## src/rtl/mem_wb_stage_if.sv

```systemverilog
// mem_wb_stage_if
//   Bundles the MEM-stage inputs and the WB-stage outputs of mem_wb_stage.
//   master : MEM-side driver (drives stall/flush and mem_*, observes WB outputs)
//   slave  : the MEM/WB register itself
//   Signals:
//     stall, flush                     pipeline control
//     mem_valid, mem_RegWrite          MEM instruction qualifiers
//     mem_writeReg                     destination GPR
//     mem_aluResult                    ALU result / load byte address
//     mem_memData                      aligned word read from data memory
//     mem_pcPlus8                      link value
//     mem_wbSel, mem_loadType          write-back source and load flavour
//     wb_valid, RegWrite, writeReg,
//     writeData                        register-file write port / WB bypass source
//     align_err                        misaligned-load pulse
//     retired_cnt                      retired-instruction counter
interface mem_wb_stage_if #(
    parameter int DATA_W = 32,
    parameter int REG_AW = 5
);
    logic              stall;
    logic              flush;
    logic              mem_valid;
    logic              mem_RegWrite;
    logic [REG_AW-1:0] mem_writeReg;
    logic [DATA_W-1:0] mem_aluResult;
    logic [DATA_W-1:0] mem_memData;
    logic [DATA_W-1:0] mem_pcPlus8;
    logic [1:0]        mem_wbSel;
    logic [2:0]        mem_loadType;

    logic              wb_valid;
    logic              RegWrite;
    logic [REG_AW-1:0] writeReg;
    logic [DATA_W-1:0] writeData;
    logic              align_err;
    logic [31:0]       retired_cnt;

    modport master (
        output stall, flush, mem_valid, mem_RegWrite, mem_writeReg,
               mem_aluResult, mem_memData, mem_pcPlus8, mem_wbSel, mem_loadType,
        input  wb_valid, RegWrite, writeReg, writeData, align_err, retired_cnt
    );

    modport slave (
        input  stall, flush, mem_valid, mem_RegWrite, mem_writeReg,
               mem_aluResult, mem_memData, mem_pcPlus8, mem_wbSel, mem_loadType,
        output wb_valid, RegWrite, writeReg, writeData, align_err, retired_cnt
    );
endinterface

```

## src/rtl/mem_wb_stage.sv

```systemverilog
// mem_wb_stage
//   MEM/WB pipeline register and write-back selector. Extracts and extends
//   load bytes/halfwords, picks ALU / load / link data and drives the register
//   file write port. The registered outputs double as the WB bypass source.
//   Ports:
//     clk    pipeline clock
//     reset  asynchronous active-low reset, clears all state
//     bus    mem_wb_stage_if.slave (MEM inputs in, WB outputs out)
//   Build option:
//     MEM_WB_PERF_CNT_EN  when defined, retired_cnt counts loaded valid
//                         instructions; otherwise it is tied to zero.
module mem_wb_stage #(
    parameter int DATA_W = 32,
    parameter int REG_AW = 5
) (
    input  logic          clk,
    input  logic          reset,
    mem_wb_stage_if.slave bus
);
    localparam logic [2:0] LT_LB   = 3'd1;
    localparam logic [2:0] LT_LBU  = 3'd2;
    localparam logic [2:0] LT_LH   = 3'd3;
    localparam logic [2:0] LT_LHU  = 3'd4;
    localparam logic [1:0] SEL_LD  = 2'd1;
    localparam logic [1:0] SEL_LNK = 2'd2;

    logic [1:0]        byte_addr;
    logic [7:0]        ld_byte;
    logic [15:0]       ld_half;
    logic [DATA_W-1:0] load_val;
    logic [DATA_W-1:0] sel_val;
    logic              is_half;
    logic              is_word;
    logic              misalign;

    logic              wb_valid_q;
    logic              reg_write_q;
    logic [REG_AW-1:0] write_reg_q;
    logic [DATA_W-1:0] write_data_q;
    logic              align_err_q;

    assign byte_addr = bus.mem_aluResult[1:0];

    always_comb begin
        ld_byte = bus.mem_memData[{byte_addr, 3'b000} +: 8];
        ld_half = byte_addr[1] ? bus.mem_memData[31:16] : bus.mem_memData[15:0];
        is_half = (bus.mem_loadType == LT_LH) || (bus.mem_loadType == LT_LHU);
        // Codes 5-7 fall through to the word path, including its alignment rule.
        is_word = !is_half && (bus.mem_loadType != LT_LB) && (bus.mem_loadType != LT_LBU);

        case (bus.mem_loadType)
            LT_LB:   load_val = {{(DATA_W-8){ld_byte[7]}}, ld_byte};
            LT_LBU:  load_val = {{(DATA_W-8){1'b0}}, ld_byte};
            LT_LH:   load_val = {{(DATA_W-16){ld_half[15]}}, ld_half};
            LT_LHU:  load_val = {{(DATA_W-16){1'b0}}, ld_half};
            default: load_val = bus.mem_memData;
        endcase

        case (bus.mem_wbSel)
            SEL_LD:  sel_val = load_val;
            SEL_LNK: sel_val = bus.mem_pcPlus8;
            default: sel_val = bus.mem_aluResult;
        endcase

        misalign = bus.mem_valid && (bus.mem_wbSel == SEL_LD) &&
                   ((is_half && byte_addr[0]) || (is_word && (byte_addr != 2'd0)));
    end

    // flush > stall > load. A stall holds everything but align_err so the
    // error stays a single-cycle pulse.
    always_ff @(posedge clk or negedge reset) begin
        if (!reset) begin
            wb_valid_q   <= 1'b0;
            reg_write_q  <= 1'b0;
            write_reg_q  <= '0;
            write_data_q <= '0;
            align_err_q  <= 1'b0;
        end else if (bus.flush) begin
            wb_valid_q  <= 1'b0;
            reg_write_q <= 1'b0;
            align_err_q <= 1'b0;
        end else if (bus.stall) begin
            align_err_q <= 1'b0;
        end else begin
            wb_valid_q   <= bus.mem_valid;
            // $0 writes are killed here so the bypass never forwards them.
            reg_write_q  <= bus.mem_valid && bus.mem_RegWrite &&
                            (bus.mem_writeReg != '0) && !misalign;
            write_reg_q  <= bus.mem_writeReg;
            write_data_q <= sel_val;
            align_err_q  <= misalign;
        end
    end

    assign bus.wb_valid  = wb_valid_q;
    assign bus.RegWrite  = reg_write_q;
    assign bus.writeReg  = write_reg_q;
    assign bus.writeData = write_data_q;
    assign bus.align_err = align_err_q;

`ifdef MEM_WB_PERF_CNT_EN
    logic [31:0] retired_q;

    // Misaligned loads still retire (as faulting instructions), so they count.
    always_ff @(posedge clk or negedge reset) begin
        if (!reset) begin
            retired_q <= '0;
        end else if (!bus.flush && !bus.stall && bus.mem_valid) begin
            retired_q <= retired_q + 32'd1;
        end
    end

    assign bus.retired_cnt = retired_q;
`else
    assign bus.retired_cnt = 32'h0;
`endif
endmodule

```

## src/flat_wrapper.sv

```systemverilog
// flat-port wrapper written by rule: the top's interface ports become plain ports
module mem_wb_stage_flat 
#(
    parameter int DATA_W = 32,
    parameter int REG_AW = 5
)
  (clk, reset, bus_stall, bus_flush, bus_mem_valid, bus_mem_RegWrite, bus_mem_writeReg, bus_mem_aluResult, bus_mem_memData, bus_mem_pcPlus8, bus_mem_wbSel, bus_mem_loadType, bus_wb_valid, bus_RegWrite, bus_writeReg, bus_writeData, bus_align_err, bus_retired_cnt);
  mem_wb_stage_if #(.DATA_W(DATA_W), .REG_AW(REG_AW)) bus_i ();
  input  logic clk;
  input  logic reset;
  input wire logic [$bits(bus_i.stall)-1:0] bus_stall;
  input wire logic [$bits(bus_i.flush)-1:0] bus_flush;
  input wire logic [$bits(bus_i.mem_valid)-1:0] bus_mem_valid;
  input wire logic [$bits(bus_i.mem_RegWrite)-1:0] bus_mem_RegWrite;
  input wire logic [$bits(bus_i.mem_writeReg)-1:0] bus_mem_writeReg;
  input wire logic [$bits(bus_i.mem_aluResult)-1:0] bus_mem_aluResult;
  input wire logic [$bits(bus_i.mem_memData)-1:0] bus_mem_memData;
  input wire logic [$bits(bus_i.mem_pcPlus8)-1:0] bus_mem_pcPlus8;
  input wire logic [$bits(bus_i.mem_wbSel)-1:0] bus_mem_wbSel;
  input wire logic [$bits(bus_i.mem_loadType)-1:0] bus_mem_loadType;
  output wire logic [$bits(bus_i.wb_valid)-1:0] bus_wb_valid;
  output wire logic [$bits(bus_i.RegWrite)-1:0] bus_RegWrite;
  output wire logic [$bits(bus_i.writeReg)-1:0] bus_writeReg;
  output wire logic [$bits(bus_i.writeData)-1:0] bus_writeData;
  output wire logic [$bits(bus_i.align_err)-1:0] bus_align_err;
  output wire logic [$bits(bus_i.retired_cnt)-1:0] bus_retired_cnt;
  assign bus_i.stall = bus_stall;
  assign bus_i.flush = bus_flush;
  assign bus_i.mem_valid = bus_mem_valid;
  assign bus_i.mem_RegWrite = bus_mem_RegWrite;
  assign bus_i.mem_writeReg = bus_mem_writeReg;
  assign bus_i.mem_aluResult = bus_mem_aluResult;
  assign bus_i.mem_memData = bus_mem_memData;
  assign bus_i.mem_pcPlus8 = bus_mem_pcPlus8;
  assign bus_i.mem_wbSel = bus_mem_wbSel;
  assign bus_i.mem_loadType = bus_mem_loadType;
  assign bus_wb_valid = bus_i.wb_valid;
  assign bus_RegWrite = bus_i.RegWrite;
  assign bus_writeReg = bus_i.writeReg;
  assign bus_writeData = bus_i.writeData;
  assign bus_align_err = bus_i.align_err;
  assign bus_retired_cnt = bus_i.retired_cnt;
  mem_wb_stage #(.DATA_W(DATA_W), .REG_AW(REG_AW)) u_core (.clk(clk), .reset(reset), .bus(bus_i));
endmodule
```

## config.mk

```make
export PLATFORM = sky130hd
export DESIGN_NAME = mem_wb_stage_flat
export DESIGN_NICKNAME = d
export VERILOG_FILES = /design/src/rtl/mem_wb_stage_if.sv /design/src/rtl/mem_wb_stage.sv /design/src/flat_wrapper.sv
export SDC_FILE = /design/constraint.sdc
export NUM_CORES = 1
export LEC_CHECK = 0
export CORE_ASPECT_RATIO = 0.9
export CORE_MARGIN = 2
export CORE_UTILIZATION = 40
export CTS_BUF_LIST = sky130_fd_sc_hd__clkbuf_8
export DETAILED_ROUTE_END_ITERATION = 10
export PLACE_DENSITY_LB_ADDON = 0.2
export REMOVE_ABC_BUFFERS = 1
export SLEW_MARGIN = 20
export SYNTH_ARGS = -nofsm -noshare
export SYNTH_HDL_FRONTEND = slang
export SYNTH_SLANG_ARGS = --single-unit
```

## constraint.sdc

```tcl
create_clock -name clk -period 0.9 [get_ports clk]
set_clock_uncertainty 0.05 [all_clocks]
set_input_delay 0.18 -clock clk [delete_from_list [all_inputs] [get_ports clk]]
set_output_delay 0.18 -clock clk [all_outputs]
set_load 0.01 [all_outputs]
```

======== Word level (Yosys, flattened, before mapping) ========
Index checks and enable logic that the tools add are counted.
operators by class
  mux-type cells .......................... 9
  shift-type cells ........................ 1
  reductions and logical operators ........ 16
  bitwise operators ....................... 2
  equality and inequality tests ........... 9
operators by type and width
  cell                number
  $pmux 32 s4         1
  $pmux 32 s2         1
  $shiftx 32x6->8     1
  $mux 16             1
  $logic_and 1x1->1   9
  $eq 3x2->1 const B  2
  $mux 1              6
  $reduce_bool 5->1   1
  $eq 3x1->1 const B  1
  $eq 3x3->1 const B  1
  $ne 3x1->1 const B  1
  $ne 3x2->1 const B  1
  $eq 2x1->1 const B  1
  $eq 2x2->1 const B  1
  $logic_not 1->1     2
  $logic_or 1x1->1    2
  $ne 2x1->1 const B  1
  $not 1->1           2
  $reduce_and 2->1    1
  $reduce_bool 2->1   1
word-level totals
  input bits .............................. 112
  output and inout port bits .............. 72
  bits in registers ....................... 40

======== Depth between registers and ports, before layout ========
Gate-level depths: netlist of the first run.
  depth after elaboration ................. 12
  depth in mapped cells ................... 8
  gate-level depth less buffers ........... 6

======== Worst setup path after synthesis of the first run ========
OpenSTA, ideal clock, no wires.
  kind .................................... input port to flip-flop
  start point ............................. input port bus_mem_wbSel[0]
  end point ............................... register u_core.write_data_q[19] (netlist: u_core.bus.writeData[19])
  setup slack ............................. -0.894 ns
  data arrival time ....................... 1.603 ns
  buffers on the path ..................... 3
  library setup time ...................... 0.141 ns
  cell stages on the path ................. 7
  path through ............................ inv_1 ha_1 clkbuf_1 nor3_1 buf_2 buf_1 a31oi_1
between the ends
  cells in the longest elaborated chain, start to end .. 2
  elaborated cells on any way between the ends .. 3
ends and longest elaborated chain
  element                                          RTL line            source
  from (decl)                                      flat_wrapper.sv:19  input wire logic [$bits(bus_i.mem_wbSel)-1:0] bus_mem_wbSel;
  $eq 2x2->1 / $eq 2x1->1 (equally long branches)  mem_wb_stage.sv:59  case (bus.mem_wbSel)
  $pmux 32 s2 (*)                                  mem_wb_stage.sv:59
  to (signal assigned)                             mem_wb_stage.sv:90  write_data_q <= sel_val;
  to (decl)                                        mem_wb_stage.sv:39  logic [DATA_W-1:0] write_data_q;
Mark *: on every way between the ends. The rest lies on a longest branch, timed or not.
A chain may end at the register's enable or synchronous reset.

======== Worst setup path in the final report of the first run ========
  start point ............................. input port bus_mem_memData[15]
  end point ............................... register u_core.write_data_q[31] (netlist: u_core.bus.writeData[31])
between the ends
  cells in the longest elaborated chain, start to end .. 3
  elaborated cells on any way between the ends .. 4
ends and longest elaborated chain
  element                                            RTL line                                source
  from (decl)                                        flat_wrapper.sv:17                      input wire logic [$bits(bus_i.mem_memData)-1:0] bus_mem_memData;
  $shiftx 32x6->8 / $mux 16 (equally long branches)  mem_wb_stage.sv:45, mem_wb_stage.sv:46
  $pmux 32 s4 (*)                                    mem_wb_stage.sv:51                      case (bus.mem_loadType)
  $pmux 32 s2 (*)                                    mem_wb_stage.sv:59
Marks and branches as above.

==> reports/results.txt, run 1 <==
The run finished, with violations left. The final reports fail on setup timing. The final critical path time including I/O delays and setup works out to 1.53 ns.

The met2 track utilization from global routing is 0.540, and the arrival time of the worst setup path is 1.65 ns. The tool flagged a number of max-cap violations equal to 0. The final layout contains 764 nets. The maximum fanout along the worst path came out at 8.

The run gives 41 as the largest net degree at the start of global routing. The kind of start point of the critical path was a primary input. In this run the register-to-register setup slack is -0.22 ns. The synthesized area per cell works out to 7.78 um^2.

The startpoint of the lowest-slack register-to-register path is u_core.bus.writeData[9]. The most critical setup path has its startpoint at bus_mem_memData[15]. The floorplan step defined a die boundary enclosing 9090 um^2. The worst hold path belongs to the class primary input to register. For the max-slew violation total from the final report, the log shows 0. Setup repair after global routing could not meet its margin everywhere. The detailed-placement wirelength estimate came out at 9840 um. The clock reaches the later pin of the worst-skew pair after 0.30 ns. For the worst setup path, the data required time is 1.01 ns. For the buffer depth of the longest clock path, the log shows 2. Setup violations remaining at the end of the flow were counted as 79. Compared with the post-synthesis result, the final layout area differs by 83.2%.

The peak ir drop on the vdd network is 0.000620 V, and the count of final hold-check violations is 0. CTS saw 40 sinks. The first-pass GRT wire length is 23,300 um. In this run the vertical extent of the chip is 90.6 um. Measured along the x axis, the die boundary spans 100 um. The post-route cell area came out at 6110 um^2. For the leakage power summed over all cells, the log shows 2.61 nW.

In this run the remaining antenna-violating nets after routing total 0. The endpoint identified for the worst register-to-register timing path is u_core.bus.writeData[9]. The worst setup slack after placement is -1.31 ns. Dividing total power by cell area gives a power density of 1170 nW/um^2. The number of iterations in the first detailed-routing pass was 6. The tools report the number of placed instances with taps included as 702. The critical path ends at u_core.bus.writeData[31].

The proportion of synthesized chip area in sequential cells was 0.300. The busiest layer in global routing is met2. The critical path is of the primary input to register type. The number of cells on the worst reg-to-reg path is 4. The run gives 4,414 as the via count of the first global-routing pass.

The ratio of final minimum period to clock period works out to 1.70. The share of flip-flops with an asynchronous set or reset is 1.00, and the count of placed standard cells in the final layout, fillers left out is 751. The effective utilization at floorplan came out at 0.413.

During I/O placement, the number of pins put on the boundary was 184. The number of rows created at floorplan was 31; the number of flops mapped to enable cells by yosys was 0. The tools report the DRC marker count from the first detailed-route iteration as 426.

The proportion of layout cells with a drive suffix above 1 is 0.363, and the portion of synthesized cell area occupied by the leading cell type is 0.300. The tree is rooted in a sky130_fd_sc_hd__clkbuf_8. For the weighted congestion at the end of routability-driven global placement, the log shows 0.862. Summed over all instances, the cell type with the most area after synthesis is sky130_fd_sc_hd__dfrtp_1.

The routed layout has 4,616 vias. Element type at the critical path end: a register. The CTS clock-pin slew for the worst setup and hold paths is 0.08 ns, and the global-route track usage on met3 is 0.0573. Leading register cell type out of synthesis: sky130_fd_sc_hd__dfrtp_1. TritonCTS built the clock tree. The number of clock buffers added by TritonCTS is 5.

The H-tree generated during clock tree synthesis spans 2 levels. The layout filler cell count came out at 549. The final setup slack of the worst path is -0.633 ns. The via-per-instance ratio works out to 6.15. After floorplanning, the core was sized to cover 8070 um^2.

The count of buffers added on input and output ports is 151. In this run the cell area of the synthesized design comes to 3340 um^2. After synthesis, the cell types taking the most area are sky130_fd_sc_hd__dfrtp_1, sky130_fd_sc_hd__buf_4, sky130_fd_sc_hd__nand2_1. The synthesized netlist contains 42 unique library cells.

Synthesis inferred 40 register bits. Summed over all layers, the routed wires come to 16,200 um. The global-route usage over all layers is 0.325. For the number of antenna violations at the first check in global routing, the log shows 1. Based on the critical path, the design can be clocked at up to 653 MHz. Hold timing on the final database bottoms out at a slack of 0.189 ns.

After technology mapping, the gate count stands at 429. The total overflow left after global routing is 0. Dividing the detail-routed wire length by the instance count gives 21.5 um. For the total power, the log shows 7.12 mW. The run gives 0.420 as the global routing met1 resource utilization. For this run, design rule violations remaining after detail routing come to 0. The placed instances occupy a cell area of 5210 um^2.

Yosys printed 0 warnings.
-- logic make-up (layout without fill, tap and decap cells) --
family                   Yosys count  in the layout  share of synthesized area
AND/OR/NAND/NOR                  117            118                      0.160
multiplexers                      17             17                     0.0551
adder cells (fa/ha/maj)            2              2                    0.00750
AO/OA/AOI/OAI                    166            166                      0.332
buffers and inverters             83            273                      0.137
flip-flops                        40             40                      0.300
XOR/XNOR                           3              3                    0.00788
other                              1             33                    0.00112
-- timing repair --
item | 4_1_cts | 5_1_grt
gates cloned | 6 | 1
endpoints found under the setup margin | 80 | 79
resized for setup | 317 | 57
setup buffers | 27 | 8
pin swaps | 35 | 29
hold buffers | 1 | 0
endpoints found under the hold margin | 40 | 0
-- placed cells by master (no fill, tap or decap), types with 7 or more instances in the layout --
cell type / count
sky130_fd_sc_hd__conb_1: 32
sky130_fd_sc_hd__buf_6: 24
sky130_fd_sc_hd__o211ai_1: 9
sky130_fd_sc_hd__a21oi_2: 9
sky130_fd_sc_hd__clkdlybuf4s50_1: 84
sky130_fd_sc_hd__buf_2: 39
sky130_fd_sc_hd__mux2i_1: 9
sky130_fd_sc_hd__a31oi_1: 14
sky130_fd_sc_hd__o21ai_0: 41
sky130_fd_sc_hd__inv_1: 11
sky130_fd_sc_hd__a21oi_1: 12
sky130_fd_sc_hd__buf_4: 70
sky130_fd_sc_hd__nor2b_1: 18
sky130_fd_sc_hd__dfrtp_1: 40
sky130_fd_sc_hd__o31ai_1: 14
sky130_fd_sc_hd__o22ai_1: 13
sky130_fd_sc_hd__nand2_1: 53
sky130_fd_sc_hd__o32ai_1: 7
sky130_fd_sc_hd__buf_8: 11
sky130_fd_sc_hd__a221oi_1: 8
sky130_fd_sc_hd__dlygate4sd2_1: 8
sky130_fd_sc_hd__nor2_1: 17
-- worst min path at each step --
stage | slack, ns | cells past startpoint | from | end
finish | 0.19 | 3 | bus_mem_writeReg[3] | u_core.bus.writeReg[3]
global route | 0.21 | 3 | bus_mem_writeReg[3] | u_core.bus.writeReg[3]
CTS | 0.17 | 3 | bus_mem_writeReg[3] | u_core.bus.writeReg[3]
detailed placement | 0.12 | 2 | reset | u_core.bus.writeData[20]
global placement | 0.12 | 2 | reset | u_core.bus.writeData[20]
floorplan | -0.17 | 0 | reset | u_core.bus.RegWrite
-- Yosys cell counts, types with 2 or more instances --
cell and number:
sky130_fd_sc_hd__xnor2_1 3, sky130_fd_sc_hd__nor2b_1 19, sky130_fd_sc_hd__o31ai_1 16, sky130_fd_sc_hd__inv_1 11
sky130_fd_sc_hd__dfrtp_1 40, sky130_fd_sc_hd__mux2i_1 15, sky130_fd_sc_hd__a22oi_1 8, sky130_fd_sc_hd__ha_1 2
sky130_fd_sc_hd__and3b_1 2, sky130_fd_sc_hd__o211ai_1 9, sky130_fd_sc_hd__clkbuf_1 27, sky130_fd_sc_hd__nor2_1 25
sky130_fd_sc_hd__o32ai_1 8, sky130_fd_sc_hd__buf_4 33, sky130_fd_sc_hd__o21ai_0 43, sky130_fd_sc_hd__a221oi_1 14
sky130_fd_sc_hd__a21oi_1 23, sky130_fd_sc_hd__o221ai_1 7, sky130_fd_sc_hd__o22ai_1 15, sky130_fd_sc_hd__buf_2 10
sky130_fd_sc_hd__nand2_1 60, sky130_fd_sc_hd__nand2b_1 2, sky130_fd_sc_hd__nor3_1 2, sky130_fd_sc_hd__a31oi_1 17
-- per-stage QoR --
stage	TNS, ns	util
floorplan	-58.58	-
global placement	-51.53	0.646
detailed placement	-53.27	0.646
CTS	-24.28	0.717
global route	-25.46	0.757
finish	-23.65	0.757
-- layout make-up --
cell class | instances | area (um^2) | area share
Multi-Input combinational cell | 338 | 2430 | 0.398
Timing Repair Buffer | 254 | 2400 | 0.393
Sequential cell | 40 | 1000 | 0.164
Tap cell | 99 | 124 | 0.0203
Clock buffer | 5 | 68.8 | 0.0113
Inverter | 11 | 43.8 | 0.00717
Clock inverter | 3 | 38.8 | 0.00635
Antenna cell | 1 | 2.50 | 0.000410
-- routing by layer --
metal | routed length (um) | up-vias
met5 | 0 | -
met4 | 683 | 0
met3 | 1830 | 76
met2 | 7750 | 383
met1 | 5900 | 2193
li1 | - | 1964
-- report_power, final --
part	switching, mW	leakage [nW]	total, mW	internal (mW)
Combinational	1.67	2.07	3.38	1.71
Sequential	0.157	0.480	2.23	2.07
Clock	0.706	0.0593	1.52	0.813
-- sequential cells by signal (all words and copies together) (netlist names) --
name and cells:
u_core.bus.writeData 32, u_core.bus.writeReg 5, u_core.bus.RegWrite 1, u_core.bus.align_err 1
u_core.bus.wb_valid 1
-- worst max-delay path: stages --
cell and delay (ns):
sky130_fd_sc_hd__buf_2 0.12, sky130_fd_sc_hd__mux4_2 0.49, sky130_fd_sc_hd__buf_6 0.15, sky130_fd_sc_hd__o41ai_4 0.25, sky130_fd_sc_hd__buf_4 0.19, sky130_fd_sc_hd__clkbuf_16 0.15, sky130_fd_sc_hd__a31oi_1 0.11
No activity file was read; power rests on OpenSTA's default activity.
==> inputs of run 2 (changes only) <==
- ABC_AREA: unset -> 1
- CORE_UTILIZATION: 40 -> 41
==> reports/results.txt, run 2 <==
Die height: 90.6 um (about the same). The endpoint of the worst hold path was u_core.bus.wb_valid (was u_core.bus.writeReg[3]). The share of flip-flops with an asynchronous set or reset is 1.00 (unchanged), and the global-route congestion overflow total is 0 (unchanged). The run gives 4.67 mW (was 4.59 mW) as the design internal power. Most used cells in the layout excluding fill and tap cells: sky130_fd_sc_hd__nand2_1, sky130_fd_sc_hd__clkdlybuf4s50_1, sky130_fd_sc_hd__buf_4 (was sky130_fd_sc_hd__clkdlybuf4s50_1, sky130_fd_sc_hd__buf_4, sky130_fd_sc_hd__nand2_1).

Final-stage net count: 917 (was 764). The tools report the origin of the worst min-delay path as bus_flush (was bus_mem_writeReg[3]). Failing checks: setup timing (unchanged). For the number of max-cap violations, the log shows 0 (unchanged). The total negative slack for setup checks is -12.83 ns (was -23.65 ns). The element type at the critical path end is a register (unchanged). The net switching power of the design is 2.68 mW (was 2.53 mW), and the area enclosed by the die boundary is 9080 um^2 (was 9090 um^2). The run gives 0.424 (was 0.413) as the effective utilization at floorplan. Leading post-synthesis cells by cell area: sky130_fd_sc_hd__dfrtp_1, sky130_fd_sc_hd__nand2_1, sky130_fd_sc_hd__a21oi_1 (was sky130_fd_sc_hd__dfrtp_1, sky130_fd_sc_hd__buf_4, sky130_fd_sc_hd__nand2_1). The total power is 7.35 mW (was 7.12 mW), and the synthesized-area fraction occupied by xor and xnor cells is 0 (was 0.00788). The final critical path time including I/O delays and setup came out at 1.19 ns (was 1.53 ns).

The CTS clock-pin slew for the worst setup and hold paths came out at 0.09 ns (was 0.08 ns). Top post-synthesis cells by count: sky130_fd_sc_hd__nand2_1, sky130_fd_sc_hd__a21oi_1, sky130_fd_sc_hd__inv_1, sky130_fd_sc_hd__nor2_1, sky130_fd_sc_hd__dfrtp_1 (was sky130_fd_sc_hd__nand2_1, sky130_fd_sc_hd__o21ai_0, sky130_fd_sc_hd__dfrtp_1, sky130_fd_sc_hd__buf_4, sky130_fd_sc_hd__clkbuf_1). For the utilization of the core after routing, the log shows 0.785 (was 0.757). TritonCTS built the clock tree.

The endpoint of the lowest-slack register-to-register path was u_core.bus.writeData[6] (was u_core.bus.writeData[9]). The run gives 41 (unchanged) as the largest net degree at the start of global routing. The tools report the number of rows created at floorplan as 31 (unchanged).

For the weighted congestion at the end of routability-driven global placement, the log shows 0.798 (was 0.862). The met2 track utilization from global routing is 0.512 (was 0.540). The average wire per standard cell is 16.6 um (was 21.5 um), and the quantity of I/O buffers inserted on ports is 151 (unchanged). The proportion of synthesized chip area in sequential cells came out at 0.293 (was 0.300). Path type of the worst setup path: primary input to register (unchanged). The run finished, with violations left.

Number of flip-flops under the largest register name: 32 (unchanged). The via-per-instance ratio was 5.27 (was 6.15). Register share of total power: 0.303 (was 0.313). The number of flops mapped to enable cells by yosys came out at 0 (unchanged). The detailed-placement wirelength estimate was 8110 um (was 9840 um). The ratio of final minimum period to clock period was 1.32 (was 1.70). Core area: 8070 um^2 (unchanged). The number of antenna violations at the first check in global routing is 1 (unchanged), and the first-pass GRT wire length is 22,800 um (was 23,300 um). The tools report the worst hold-check slack as 0.148 ns (was 0.189 ns).

The max-slew violation total from the final report came out at 0 (unchanged). The tools report the startpoint of the lowest-slack register-to-register path as u_core.bus.writeData[6] (was u_core.bus.writeData[9]). The maximum clock frequency was 839 MHz (was 653 MHz).

The tools report the clock latency on the worst-skew pair as 0.29 ns (was 0.30 ns). Kind of start point of the critical path: a primary input (unchanged). The synthesis-to-finish area growth is 85.2% (was 83.2%). Setup repair after global routing could not meet its margin everywhere. The largest family of logic cells by synthesized area is simple AND/OR/NAND/NOR gates (was compound AO/OA/AOI/OAI gates). Number of iterations in the first detailed-routing pass: 5 (was 6). The via count of the first global-routing pass was 4,550 (was 4,414). The proportion of layout cells with a drive suffix above 1 is 0.331 (was 0.363). The library cell with the highest instance count after synthesis is sky130_fd_sc_hd__nand2_1 (unchanged). The run gives 572 (was 429) as the number of cells produced by synthesis.

The count of cell types in the netlist was 24 (was 42); the proportion of power drawn by the clock network was 0.178 (was 0.213). The maximum fanout along the worst path was 2 (was 8); the global-route track usage on met3 was 0.0890 (was 0.0573). The DRC marker count from the first detailed-route iteration is 343 (was 426). For the worst setup slack after placement, the log shows -1.00 ns (was -1.31 ns). The global-route usage over all layers came out at 0.316 (was 0.325).

The TritonCTS sink count came out at 40 (unchanged). The cell taking the most area after synthesis is sky130_fd_sc_hd__dfrtp_1 (unchanged). The global routing met1 resource utilization came out at 0.402 (was 0.420). The ratio of total power to cell area came out at 1160 nW/um^2 (was 1170 nW/um^2). The fraction of the mapped netlist area in simple logic gates was 0.365 (was 0.160). The path class of the lowest-slack min-delay path was primary input to register (unchanged). The complex-gate fraction of the synthesized area was 0.145 (was 0.332); the count of unresolved DRC violations after routing was 0 (unchanged). Data required time of the critical path: 1.09 ns (was 1.01 ns). The busiest layer in global routing was met2 (unchanged). The tools report the root buffer cell as sky130_fd_sc_hd__clkbuf_8 (unchanged). The number of cells on the worst reg-to-reg path came out at 4 (unchanged). The tools report the final setup slack of the worst path as -0.292 ns (was -0.633 ns). Buffer depth of the longest clock path: 2 (unchanged). The switching share of power was 0.365 (was 0.355). Leading cell type in the layout, fill and taps excluded: sky130_fd_sc_hd__nand2_1 (was sky130_fd_sc_hd__clkdlybuf4s50_1). The count of endpoints failing setup in the final report was 74 (was 79); the number of cells on the worst hold path was 4 (was 3). The chip width works out to 100 um (about the same).

The boundary pin count came out at 184 (unchanged). The peak ir drop on the vdd network was 0.000740 V (was 0.000620 V); the portion of synthesized cell area occupied by the leading cell type was 0.293 (was 0.300). The post-detailed-placement cell area is 5230 um^2 (was 5210 um^2), and the synthesized flop and latch total is 40 (unchanged). Leading register cell type out of synthesis: sky130_fd_sc_hd__dfrtp_1 (unchanged). Post-synthesis adder-cell area fraction: 0.00732 (was 0.00750). Overall via count from detail_route: 4,768 (was 4,616). The portion of netlist area occupied by mux cells was 0 (was 0.0551). The tools report the count of placed standard cells in the final layout, fillers left out as 904 (was 751). The logs give -0.04 ns (was -0.22 ns) for the setup slack of the most critical reg-to-reg path and 0 (unchanged) for the number of antenna-violating nets in the routed design. For the count of final hold-check violations, the log shows 0 (unchanged). Depth of the CTS H-tree: 2 (unchanged).

The tools report the leakage power summed over all cells as 3.32 nW (was 2.61 nW). The run gives 3420 um^2 (was 3340 um^2) as the cell area after synthesis. The number of placed instances with taps included was 835 (was 702); the CTS buffer count was 5 (unchanged).

The synthesized area per cell is 5.98 um^2 (was 7.78 um^2), and the number of warnings reported in the yosys synthesis log is 0 (unchanged). The logs give 15,100 um (was 16,200 um) for the total detailed-routing wirelength and 0.519 (was 0.474) for the proportion of power drawn by combinational gates. The arrival time of the worst setup path is 1.38 ns (was 1.65 ns), and the post-route cell area is 6330 um^2 (was 6110 um^2).
run 2: cells by family (layout without fill, tap and decap cells):
group	count (synthesis)	in the layout
AOI/OAI and AO/OA	99	99
adders and majority gates	2	2
buffers and inverters	124	323
DFF	40	40
other	1	33
and+or+nand+nor	306	308
run 2: cell type report:
| class | count | area, um^2 |
|---|---|---|
| Inverter | 61 | 262 |
| Fill cell | 547 | 1740 |
| Sequential cell | 40 | 1000 |
| Multi-Input combinational cell | 441 | 2260 |
| Clock inverter | 2 | 11.3 |
| Tap cell | 99 | 124 |
| Timing Repair Buffer | 254 | 2580 |
| Clock buffer | 6 | 82.6 |
| Antenna cell | 1 | 2.50 |
run 2: routing by layer:
layer / up-vias / part of all wire
met4: 0 / 0.032
met3: 62 / 0.11
li1: 2183 / -
met2: 320 / 0.46
met1: 2203 / 0.40
met5: - / 0
run 2: how the worst max path moves through the flow:
stage / cells past startpoint / endpoint / slack (ns) / start
2_1_floorplan: 5 / u_core.bus.writeData[0] / -0.95 / bus_mem_wbSel[0]
3_3_place_gp: 9 / u_core.bus.writeData[23] / -1.03 / bus_mem_aluResult[1]
3_5_place_dp: 12 / u_core.bus.writeData[5] / -1.00 / bus_mem_loadType[2]
4_1_cts: 1 / bus_writeData[4] / -0.20 / u_core.bus.writeData[4]
5_1_grt: 13 / u_core.bus.writeData[5] / -0.30 / bus_mem_loadType[2]
6_report: 9 / u_core.bus.writeData[6] / -0.29 / bus_mem_memData[6]
run 2: worst max-delay path, cell delays in order:
cell and delay, ns:
sky130_fd_sc_hd__clkdlybuf4s50_1 0.49, sky130_fd_sc_hd__inv_1 0.08, sky130_fd_sc_hd__o21ai_1 0.17, sky130_fd_sc_hd__nand3_1 0.12, sky130_fd_sc_hd__nand2_1 0.08, sky130_fd_sc_hd__nand2_1 0.07
sky130_fd_sc_hd__nand2_1 0.08, sky130_fd_sc_hd__nand2_1 0.05, sky130_fd_sc_hd__nand2_1 0.06
run 2: repair_timing:
action | 4_1_cts | 5_1_grt
gates cloned | 15 | 0
pin swaps | 77 | 16
hold buffers | 1 | 0
buffers inserted | 34 | 10
endpoints found under the hold margin | 40 | 0
endpoints found under the setup margin | 79 | 74
gates resized for setup | 368 | 22
run 2: power groups by stage:
stage               Combinational [mW]  Clock [mW]  Sequential, mW
global placement                  2.79           0            2.26
global route                      4.06        1.42            2.26
detailed placement                2.84           0            2.26
floorplan                         1.03           0            2.38
CTS                               3.51        1.33            2.22
finish                            3.82        1.31            2.23
